File: src/rtl/illm_row_unpack.sv
// Serial-to-row deserializer: collects 8 coefficients and hands them to the
// 8-lane row stage as one lockstep transfer; end-of-stream fans out to all lanes.
//
//   state  | meaning
//   S_FILL | accepting serial tokens into slot[cnt]
//   S_FULL | complete row presented on all lanes, waiting for all-lane ready
//   S_EOS  | end-of-stream marker presented on all lanes
module illm_row_unpack #(
  parameter int W = 16
) (
  input  logic         clock,
  input  logic         reset,
  input  logic [W-1:0] in_d,
  input  logic         in_v,
  input  logic         in_e,
  output logic         in_b,
  output logic [W-1:0] b0_d,
  output logic [W-1:0] b1_d,
  output logic [W-1:0] b2_d,
  output logic [W-1:0] b3_d,
  output logic [W-1:0] b4_d,
  output logic [W-1:0] b5_d,
  output logic [W-1:0] b6_d,
  output logic [W-1:0] b7_d,
  output logic         b0_v,
  output logic         b1_v,
  output logic         b2_v,
  output logic         b3_v,
  output logic         b4_v,
  output logic         b5_v,
  output logic         b6_v,
  output logic         b7_v,
  output logic         b0_e,
  output logic         b1_e,
  output logic         b2_e,
  output logic         b3_e,
  output logic         b4_e,
  output logic         b5_e,
  output logic         b6_e,
  output logic         b7_e,
  input  logic         b0_b,
  input  logic         b1_b,
  input  logic         b2_b,
  input  logic         b3_b,
  input  logic         b4_b,
  input  logic         b5_b,
  input  logic         b6_b,
  input  logic         b7_b,
  output logic         frag_err
);

  typedef enum logic [1:0] {S_FILL, S_FULL, S_EOS} state_t;

  state_t       state;
  logic [2:0]   cnt;
  logic [W-1:0] slot [8];
  logic         all_ready;
  logic         lane_v;
  logic         lane_e;
  logic [W-1:0] lane_d [8];

  // A row moves only when every lane is ready in the same cycle.
  assign all_ready = ~|{b7_b, b6_b, b5_b, b4_b, b3_b, b2_b, b1_b, b0_b};

  always_ff @(posedge clock) begin
    if (reset) begin
      state    <= S_FILL;
      cnt      <= 3'd0;
      frag_err <= 1'b0;
      for (int i = 0; i < 8; i++) slot[i] <= '0;
    end else begin
      case (state)
        S_FILL: begin
          if (in_v) begin
            if (!in_e) begin
              slot[cnt] <= in_d;
              cnt       <= cnt + 3'd1;
              if (cnt == 3'd7) state <= S_FULL;
            end else begin
              if (cnt != 3'd0) frag_err <= 1'b1;
              cnt   <= 3'd0;
              state <= S_EOS;
            end
          end
        end
        S_FULL, S_EOS: begin
          if (all_ready) state <= S_FILL;
        end
        default: state <= S_FILL;
      endcase
    end
  end

  // Reset masks the decodes so nothing looks valid or acceptable during reset.
  assign in_b   = reset || (state != S_FILL);
  assign lane_v = !reset && (state != S_FILL);
  assign lane_e = !reset && (state == S_EOS);

  always_comb begin
    for (int i = 0; i < 8; i++) lane_d[i] = (state == S_FULL) ? slot[i] : '0;
  end

  assign b0_d = lane_d[0];
  assign b1_d = lane_d[1];
  assign b2_d = lane_d[2];
  assign b3_d = lane_d[3];
  assign b4_d = lane_d[4];
  assign b5_d = lane_d[5];
  assign b6_d = lane_d[6];
  assign b7_d = lane_d[7];

  assign b0_v = lane_v;
  assign b1_v = lane_v;
  assign b2_v = lane_v;
  assign b3_v = lane_v;
  assign b4_v = lane_v;
  assign b5_v = lane_v;
  assign b6_v = lane_v;
  assign b7_v = lane_v;

  assign b0_e = lane_e;
  assign b1_e = lane_e;
  assign b2_e = lane_e;
  assign b3_e = lane_e;
  assign b4_e = lane_e;
  assign b5_e = lane_e;
  assign b6_e = lane_e;
  assign b7_e = lane_e;

endmodule

File: config.mk
export PLATFORM = sky130hd
export DESIGN_NAME = illm_row_unpack
export DESIGN_NICKNAME = d
export VERILOG_FILES = /design/src/rtl/illm_row_unpack.sv
export SDC_FILE = /design/constraint.sdc
export NUM_CORES = 1
export LEC_CHECK = 0
export CORE_UTILIZATION = 25
export DETAILED_ROUTE_END_ITERATION = 12
export PLACE_DENSITY = 0.5
export SYNTH_ARGS = -nofsm -noshare
export SYNTH_HDL_FRONTEND = slang
export SYNTH_SLANG_ARGS = --single-unit
File: constraint.sdc
create_clock -name clock -period 5.4 [get_ports clock]
set_clock_uncertainty 0.15 [all_clocks]
set_input_delay 0.54 -clock clock [delete_from_list [all_inputs] [get_ports clock]]
set_output_delay 0.54 -clock clock [all_outputs]
set_load 0.05 [all_outputs]
==> metrics.md, run 1 <==
| Metric | Value |
|---|---|
| # fillers | roughly 2,400 |
| Data required time of the worst path | between 4 and 5 ns |
| Largest net degree at the start of global routing | around 130 |
| Die area | approximately 26,000 sq um |
| I/O pin cnt | 174 |
| Final setup fails | 0 |
| Critical Path End | b3_d[15] |
| Met2 Use GR | between 20% and 30% |
| Fraction of layout cells with a size suffix above 1 | between 7 and 8% |
| CP max stage delay | roughly 0.82 ns |
| Pwr/cell area | about 280 nW/um^2 |
| Crit path from | state[1] |
| DRC violations left | 0 |
| Synthesized net count | 522 |
| Total Wirelength | between 15 and 20 mm |
| CP Launch Type | register |
| Synth unique cells | 30 |
| Post-Syn Area per Cell | roughly 13 sq um |
| RSZ-0062 raised after global routing | false |
| Final HPWL DP | 11.2 mm |
| TNS Setup | 0 ns |
| Initial antenna violation count | 0 |
| Wire per inst | 16.7 microns |
| Max VDD drop | 141 uV |
| Post-synthesis register bit count | 134 |
| Initial core utilization | about a quarter |
| Slew headroom | between 30% and 40% |
| Final ANT Viol Nets | 0 |
| H-tree Lvls | 4 |
| Via-to-Cell Ratio | roughly 4.0 |
| Worst min path class | reg2reg |
| Final Hold Viols | 0 |
| NumNets Final | approximately 680 |
| Max_cap viols | 0 |
| Most common cell after layout, fill and taps aside | and2_1 |
| Reg2Reg Depth | 6 |
| Dominant synthesized flop cell | edfxtp_1 |
| Num CTS Buffers | 17 |
| Cell Rows | between 50 and 60 |
| CP cell instances | inv_1, ha_4, and2_1, clkdlybuf4s50_1 |
| Die Span Y | 161 microns |
| Crit-path leading delay family | buffers and inverters |
| Critical Path AT | roughly 2.8 ns |
| Final core occ | a little over a third |
| Ys async rst share | 0% |
| First-pass GRT wire length | about 25 mm |
| Critical R2R Capture | slot[2][14] |
| Gr ovfl total | 0 |
| Vias in the first global route | 4,102 |
| CTS tree | done |
| WHS | about 0.36 ns |
| Clk Latency, worst-skew pair | 0.40 ns |
| FF-to-FF setup slack | about 2.6 ns |
| Routability Congestion | 0.727 |
| Area Growth Syn to Fin | 39.5% |
| R2r startpoint | state[1] |
| CTS resizes | 0 |
| CP Depth | 4 |
| Max FO, Critical Path | about 130 |
| Final min period | 3.47 ns |
| Iter 0 DRT Violations | about 170 |
| Commonest non-fill, non-tap cells in the layout | and2_1 (257), clkdlybuf4s50_1 (173), edfxtp_1 (128) |
| Clock Pin Slew Worst Setup and Hold Paths | roughly 0.060 ns |
| CTS Sinks | about 130 |
| WS Path Type | reg2out |
| DR vias | ~4,000 |
| Die X-Extent | approximately 160 microns |
| Worst path slowest cell | clkdlybuf4s50_1 |
| Syn. warnings | 0 |
| Leakage power | ~0.0032 uW |
| Post-Synthesis Cells | between 400 and 500 |
| WP buf/inv | 2 |
| Root Driver | clkbuf_16 |
| Post-synth EDFFs | roughly 130 |
| Max Clk Rate | ~290 MHz |
| CP Capture Type | output pin |
| Gr usage total | approximately an eighth |
| ANT cells | 0 |
| Status | completed |
| Met1 Use GR | between 10% and 20% |
| Cts hold-fix bufs | 0 |
| Core box area | 24,500 sq um |
| Tcrit/Tclk final | between 60 and 70% |
| Number of detailed-route iterations in the first pass | 4 |
| Most Crowded Layer GR | met2 |
| Number of buffers added on ports | 173 |
| Max Root-Sink Buffers | 2 |
| Register area share after synthesis | around 63% |
| Grt met3 use | around 3.5% |
| Post-CTS Setup Bufs | 0 |
| Hold Path Depth | 2 |
| Pin slew with the least headroom to its limit | a little under 1 ns |
| Max Slew Vio Count | 0 |
| Area of the mapped netlist | about 6300 sq um |
[cell type report]
| type | count | area (sq um) | share of cell area, % |
|---|---|---|---|
| sequential | 134 | 3960 | 45.2 |
| clock buffer | 21 | 440 | 5.03 |
| inverter | 4 | 17.5 | 0.200 |
| timing repair buffer | 174 | 1740 | 19.9 |
| clock inverter | 10 | 131 | 1.50 |
| tap | 324 | 405 | 4.63 |
| multi-input combinational | 310 | 2060 | 23.6 |
[registers in the layout (all words and copies together), names as in the netlist]
name / flops
frag_err: 1
state: 2
cnt: 3
slot: 128
[where the power goes]
group / leakage, uW / switching, uW / internal, uW / total (uW)
clock: 0.000280 / 412 / 720 / 1130
sequential: 0.00137 / 11.5 / 1180 / 1190
combinational: 0.00153 / 82.6 / 39.3 / 122
[cell families (layout without fill, tap and decap cells)]
kind of cell,Yosys count,count (layout),synth area share [%]
AOI/OAI and AO/OA,10,10,0.896
adders and majority gates,6,6,1.19
buffers and inverters,44,209,4.26
DFF,134,134,63.1
and+or+nand+nor,294,294,30.6
[metal layers]
metal  part of all wire, %  wire (microns)  vias to the layer above
met5                     0               0                        -
met4                   1.1             186                        0
met3                   5.1             830                       12
met2                    49            7930                      122
met1                    45            7370                     1876
li1                      -               -                     1908
[per-stage QoR]
stage	worst slack [ns]	cells	power [uW]	instance area, sq um
after global placement	2.17	946	1330	8190
after floorplan	2.54	488	1270	6280
after detailed placement	2.05	946	1330	8190
final	1.93	977	2440	8760
after global routing	1.68	977	2530	8760
after CTS	1.85	977	2470	8760
[cells in the mapped netlist, types with 2 or more instances]
| cell type | n | area share (%) |
|---|---|---|
| a21oi_1 | 5 | 0.40 |
| and2_1 | 257 | 26 |
| and3_1 | 2 | 0.20 |
| buf_2 | 2 | 0.16 |
| buf_4 | 20 | 2.4 |
| buf_6 | 3 | 0.54 |
| clkbuf_1 | 15 | 0.90 |
| dfxtp_1 | 6 | 1.9 |
| edfxtp_1 | 128 | 61 |
| ha_1 | 6 | 1.2 |
| inv_1 | 3 | 0.18 |
| nand2_2 | 2 | 0.20 |
| nand2b_1 | 3 | 0.30 |
| nor2_1 | 5 | 0.30 |
| nor2b_1 | 2 | 0.20 |
| nor3_4 | 3 | 0.78 |
| nor3b_1 | 2 | 0.24 |
| nor4_1 | 2 | 0.20 |
| nor4b_4 | 2 | 0.76 |
| o21ai_0 | 3 | 0.24 |
| or2_2 | 8 | 0.80 |
[tightest hold or removal path, delay by kind of cell (launching register included)]
kind | cells | cell delay (ns)
compound gates | 2 | 0.13
flops | 1 | 0.32
[how the worst min path moves through the flow]
stage	slack (ns)	startpoint	end
detailed placement	0.33	frag_err	frag_err
finish	0.36	state[1]	state[1]
CTS	0.35	frag_err	frag_err
floorplan	0.32	state[1]	state[1]
global placement	0.32	frag_err	frag_err
global route	0.40	frag_err	frag_err
Note: power is estimated with default switching activity, not from simulation.
==> run 2: changes to the inputs <==
Settings changed: PLACE_DENSITY 0.5 to 0.52.
Clock period 5.4 ns to 3.12 ns, I/O delays scaled along.
==> run 2 against run 1 <==
Compared with the run above: global-route usage grew 0.29 points; via count grew 2.0%; non-clock buffer count grew 10; critical path depth grew 1; clock power grew 78%; count of clock-buffer cells in the layout shrank 3; die area is the same; largest cell class unchanged.
==> metrics.md, run 2 (synthesis results as in run 1) <==
| Metric | Value |
|---|---|
| Num CTS Buffers | 17 |
| Max Root-Sink Buffers | 2 |
| CTS Sinks | 134 |
| CP Capture Type | output pin |
| Max Slew Vio Count | 0 |
| Final ANT Viol Nets | 0 |
| CTS resizes | 0 |
| Initial core utilization | around a quarter |
| Max_cap viols | 0 |
| Final Hold Viols | 0 |
| I/O pin cnt | between 150 and 200 |
| Slew headroom | 64.2% |
| WHS | around 0.34 ns |
| Max FO, Critical Path | between 50 and 60 |
| Largest register by flop count | slot |
| Iter 0 DRT Violations | around 200 |
| Tcrit/Tclk final | between 90% and 100% |
| Root Driver | clkbuf_16 |
| Number of detailed-route iterations in the first pass | 4 |
| Wire per inst | ~17 microns |
| Die X-Extent | about 160 microns |
| CP cell instances | inv_1, ha_4, buf_4, and2_1, clkdlybuf4s50_1 |
| WP buf/inv | 3 |
| CTS tree | done |
| H-tree Lvls | 4 |
| # fillers | roughly 2,400 |
| Vias in the first global route | 4,206 |
| Max VDD drop | around 270 uV |
| Pwr/cell area | 478 nW/um^2 |
| Area Growth Syn to Fin | 43.3% |
| Cts hold-fix bufs | 0 |
| Clock Pin Slew Worst Setup and Hold Paths | approximately 0.060 ns |
| Worst min path class | reg2reg |
| Fraction of layout cells with a size suffix above 1 | 12.7% |
| Final HPWL DP | 11.8 mm |
| Worst path slowest cell | clkdlybuf4s50_1 |
| Critical Path AT | around 2.4 ns |
| FF-to-FF setup slack | 0.60 ns |
| Final min period | around 2.9 ns |
| Max Clk Rate | about 350 MHz |
| FF+latch area | 3960 sq um |
| Leakage power | ~0.0033 uW |
| Final setup fails | 0 |
| Commonest non-fill, non-tap cells in the layout | and2_1 (257), clkdlybuf4s50_1 (147), edfxtp_1 (128) |
| Via-to-Cell Ratio | around 4.0 |
| First-pass GRT wire length | 25.1 mm |
| Status | completed |
| CP max stage delay | 0.81 ns |
| RSZ-0062 raised after global routing | false |
| Crit-path leading delay family | buffers and inverters |
| TNS Setup | 0 ns |
| Total design power | 4300 uW |
| Clk Latency, worst-skew pair | around 0.42 ns |
| Multi-input logic area | around 2100 sq um |
| DR vias | ~4,000 |
| Biggest regs | slot x128, cnt x3, state x2 |
| Post-CTS Setup Bufs | 0 |
| Cell Rows | 57 |
| Pin slew with the least headroom to its limit | between 0.5 and 0.6 ns |
| NumNets Final | approximately 700 |
| WS Path Type | reg2out |
| CP Launch Type | register |
| Data required time of the worst path | 2.66 ns |
| Most common cell after layout, fill and taps aside | and2_1 |
| Largest net degree at the start of global routing | 75 |
| Core box area | 24,500 sq um |
| Total Wirelength | between 15 and 20 mm |
| ANT cells | 0 |
| Routability Congestion | 0.723 |
| Gr usage total | approximately 13% |
| Die Span Y | around 160 microns |
| Gr ovfl total | 0 |
| Die area | roughly 26,000 sq um |
| DRC violations left | 0 |
| Initial antenna violation count | 0 |
| Number of buffers added on ports | between 150 and 200 |
| Largest register FFs | 128 |
==> run 2: where the power goes <==
group	internal, uW	switching [uW]
logic	87.9	150
clock network	1250	763
registers	2030	20.7
total	3370	934
==> run 2: metal layers <==
layer	up-vias	global-route usage, %	share of wire [%]
met5	-	0	0
met4	0	4.42	1.2
met3	14	3.38	5.4
met2	121	23.4	50
met1	1919	16.0	43
li1	1941	-	-
==> run 2: worst register-to-register path, cell delays in order (launching register included) <==
cell and delay (ns):
dfxtp_1 0.32, inv_1 0.12, ha_1 0.27, nand2_2 0.15, nor3_4 0.20, and3_1 0.50
or2_2 0.46
==> run 2: area by class of cell <==
class / instances / share of cell area, %
Tap cell: 324 / 4.50
Sequential cell: 134 / 44.0
Multi-Input combinational cell: 310 / 22.9
Inverter: 4 / 0.195
Clock inverter: 14 / 1.77
Timing Repair Buffer: 184 / 21.8
Clock buffer: 18 / 4.77
==> run 2: through the flow <==
stage / util [%] / area [sq um] / setup WS (ns) / std cells
floorplan: - / 6280 / 0.714 / 488
detailed placement: 34.4 / 8410 / 0.456 / 956
global placement: 34.4 / 8410 / 0.562 / 956
global route: 36.8 / 9000 / 0.0759 / 988
CTS: 36.8 / 9000 / 0.176 / 988
finish: 36.8 / 9000 / 0.222 / 988
==> run 2: path summary, 6_finish.rpt <==
path | from | to | cells past startpoint
worst max-delay path | state[1] | b6_d[3] | 5
worst max register to register | state[1] | slot[6][15] | 6
worst min-delay path | frag_err | frag_err | 2
worst min register to register | frag_err | frag_err | 2
==> run 3: changes to the inputs <==
Settings changed: GPL_TIMING_DRIVEN from default to 1, SETUP_SLACK_MARGIN from default to 0.4.
==> run 3 against run 2 <==
Compared with the run above: utilization is 0.54 points lower; clock power hardly changed; non-clock buffer count stayed put; register-to-register slack better by 0.09 ns; final area is 1.5% lower; count of clock-buffer cells in the layout stayed put; worst setup slack better by 0.31 ns; flip-flop and latch count stayed put; global-route usage is 0.050 points higher; maximum frequency is 12% higher; combinational power hardly changed.
==> metrics.md, run 3 (synthesis results as in run 1) <==
| Metric | Value |
|---|---|
| Status | completed |
| Clock Pin Slew Worst Setup and Hold Paths | ~0.06 ns |
| Most common cell after layout, fill and taps aside | and2_1 |
| Crit path from | state[1] |
| WS Path Type | reg2out |
| Fin worst setup slack | about 0.54 ns |
| Worst min path class | reg2reg |
| Max Slew Vio Count | 0 |
| Data required time of the worst path | about 2.7 ns |
| Final setup fails | 0 |
| Iter 0 DRT Violations | 238 |
| Vias in the first global route | about 4,200 |
| Cts hold-fix bufs | 0 |
| Post-CTS Setup Bufs | 0 |
| H-tree Lvls | 4 |
| Number of buffers added on ports | 173 |
| CP Capture Type | output pin |
| Largest net degree at the start of global routing | 75 |
| First-pass GRT wire length | 25.2 mm |
| Initial antenna violation count | 0 |
| CTS Sinks | 134 |
| DR vias | between 4,000 and 5,000 |
| Max Root-Sink Buffers | 2 |
| Pwr/cell area | ~480 nW/um^2 |
| Critical Path AT | approximately 2.1 ns |
| Commonest non-fill, non-tap cells in the layout | and2_1 (257), edfxtp_1 (128), dlygate4sd2_1 (90) |
| Sw power | a little over 900 uW |
| Num CTS Buffers | 17 |
| WHS | roughly 0.34 ns |
| Hold Path Depth | 2 |
| Number of detailed-route iterations in the first pass | 4 |
| Pin slew with the least headroom to its limit | about 0.53 ns |
| Tcrit/Tclk final | around 83% |
| CTS tree | done |
| Leakage power | around 0.0038 uW |
| Gr ovfl total | 0 |
| Final ANT Viol Nets | 0 |
| Core box area | between 20,000 and 25,000 sq um |
| CP Launch Type | register |
| Setup WS pre-CTS | about 0.46 ns |
| Final min period | 2.58 ns |
| TNS Setup | 0 ns |
| Clock share of power | about 47% |
| Comb pwr share | between 5 and 6% |
| NumNets Final | around 690 |
| Area Growth Syn to Fin | 41.2% |
| Max FO, Critical Path | a little over 50 |
| Power Internal | 3370 uW |
| Sw Share | a little over a fifth |
| Hold Startpoint | frag_err |
| Biggest regs | slot x128, cnt x3, state x2 |
| Die X-Extent | about 160 microns |
| DRC violations left | 0 |
| R2r startpoint | state[1] |
| Root Driver | clkbuf_16 |
| ANT cells | 0 |
| Reg2Reg Depth | 6 |
| Max VDD drop | between 200 and 300 uV |
| Max Clk Rate | between 300 and 400 MHz |
| Final Hold Viols | 0 |
| Reg power frac | around 48% |
| Gr usage total | about 13% |
| Wire per inst | roughly 17 microns |
| Die Span Y | about 160 microns |
| Cell Rows | between 50 and 60 |
| Largest register by flop count | slot |
| Clk Latency, worst-skew pair | 0.41 ns |
| Initial core utilization | 25.7% |
| Largest register FFs | between 100 and 150 |
| Final HPWL DP | about 12 mm |
| Via-to-Cell Ratio | roughly 4 |
| Routability Congestion | between 0.7 and 0.8 |
| Max_cap viols | 0 |
| Total design power | 4290 uW |
| Slew headroom | around two thirds |
| I/O pin cnt | around 170 |
| Die area | around 26,000 sq um |
| RSZ-0062 raised after global routing | true |
| Fraction of layout cells with a size suffix above 1 | between 10 and 15% |
| Total Wirelength | ~17 mm |
## run 3: per-layer routing
layer	up-vias	global-route usage, %	part of all wire, %
li1	1939	-	-
met3	16	3.46	5.7
met4	0	4.42	1.1
met2	130	23.6	50
met5	-	0	0
met1	1927	16.0	43
## run 3: power by group through the flow
| stage | Clock [uW] | Combinational [uW] | Sequential, uW |
|---|---|---|---|
| floorplan | 0 | 110 | 2080 |
| global placement | 0 | 241 | 2090 |
| detailed placement | 0 | 244 | 2090 |
| CTS | 2040 | 245 | 2060 |
| global route | 2120 | 255 | 2060 |
| finish | 2000 | 238 | 2050 |
## run 3: layout make-up
class                           instances  area, sq um
Fill cell                            2444        15600
Clock buffer                           18          429
Tap cell                              324          405
Sequential cell                       134         3960
Timing Repair Buffer                  184         1830
Multi-Input combinational cell        310         2060
Clock inverter                         14          159
Inverter                                4         17.5
## run 3: path summary, 6_finish.rpt
kind                 end  slack (ns)
max              b3_d[0]        0.54
min             frag_err        0.34
max reg2reg  slot[4][15]        0.69
min reg2reg     frag_err        0.34
## run 3: timing repair
action	CTS	global route
endpoints found under the setup margin	117	43
resized for setup	117	32
endpoints found under the hold margin	0	0
cloned	0	0
## run 3: worst max-delay path, cell delays in order (launching register included)
cell and delay, ns:
dfxtp_1 0.32, inv_1 0.12, ha_4 0.18, buf_4 0.35, and2_1 0.20, dlygate4sd2_1 0.53
## run 3: per-stage QoR
step | utilization, % | instance area, sq um | instances
floorplan | - | 6280 | 488
global placement | 34.4 | 8410 | 956
finish | 36.3 | 8870 | 988
global route | 36.3 | 8870 | 988
detailed placement | 34.4 | 8410 | 956
CTS | 36.2 | 8850 | 988
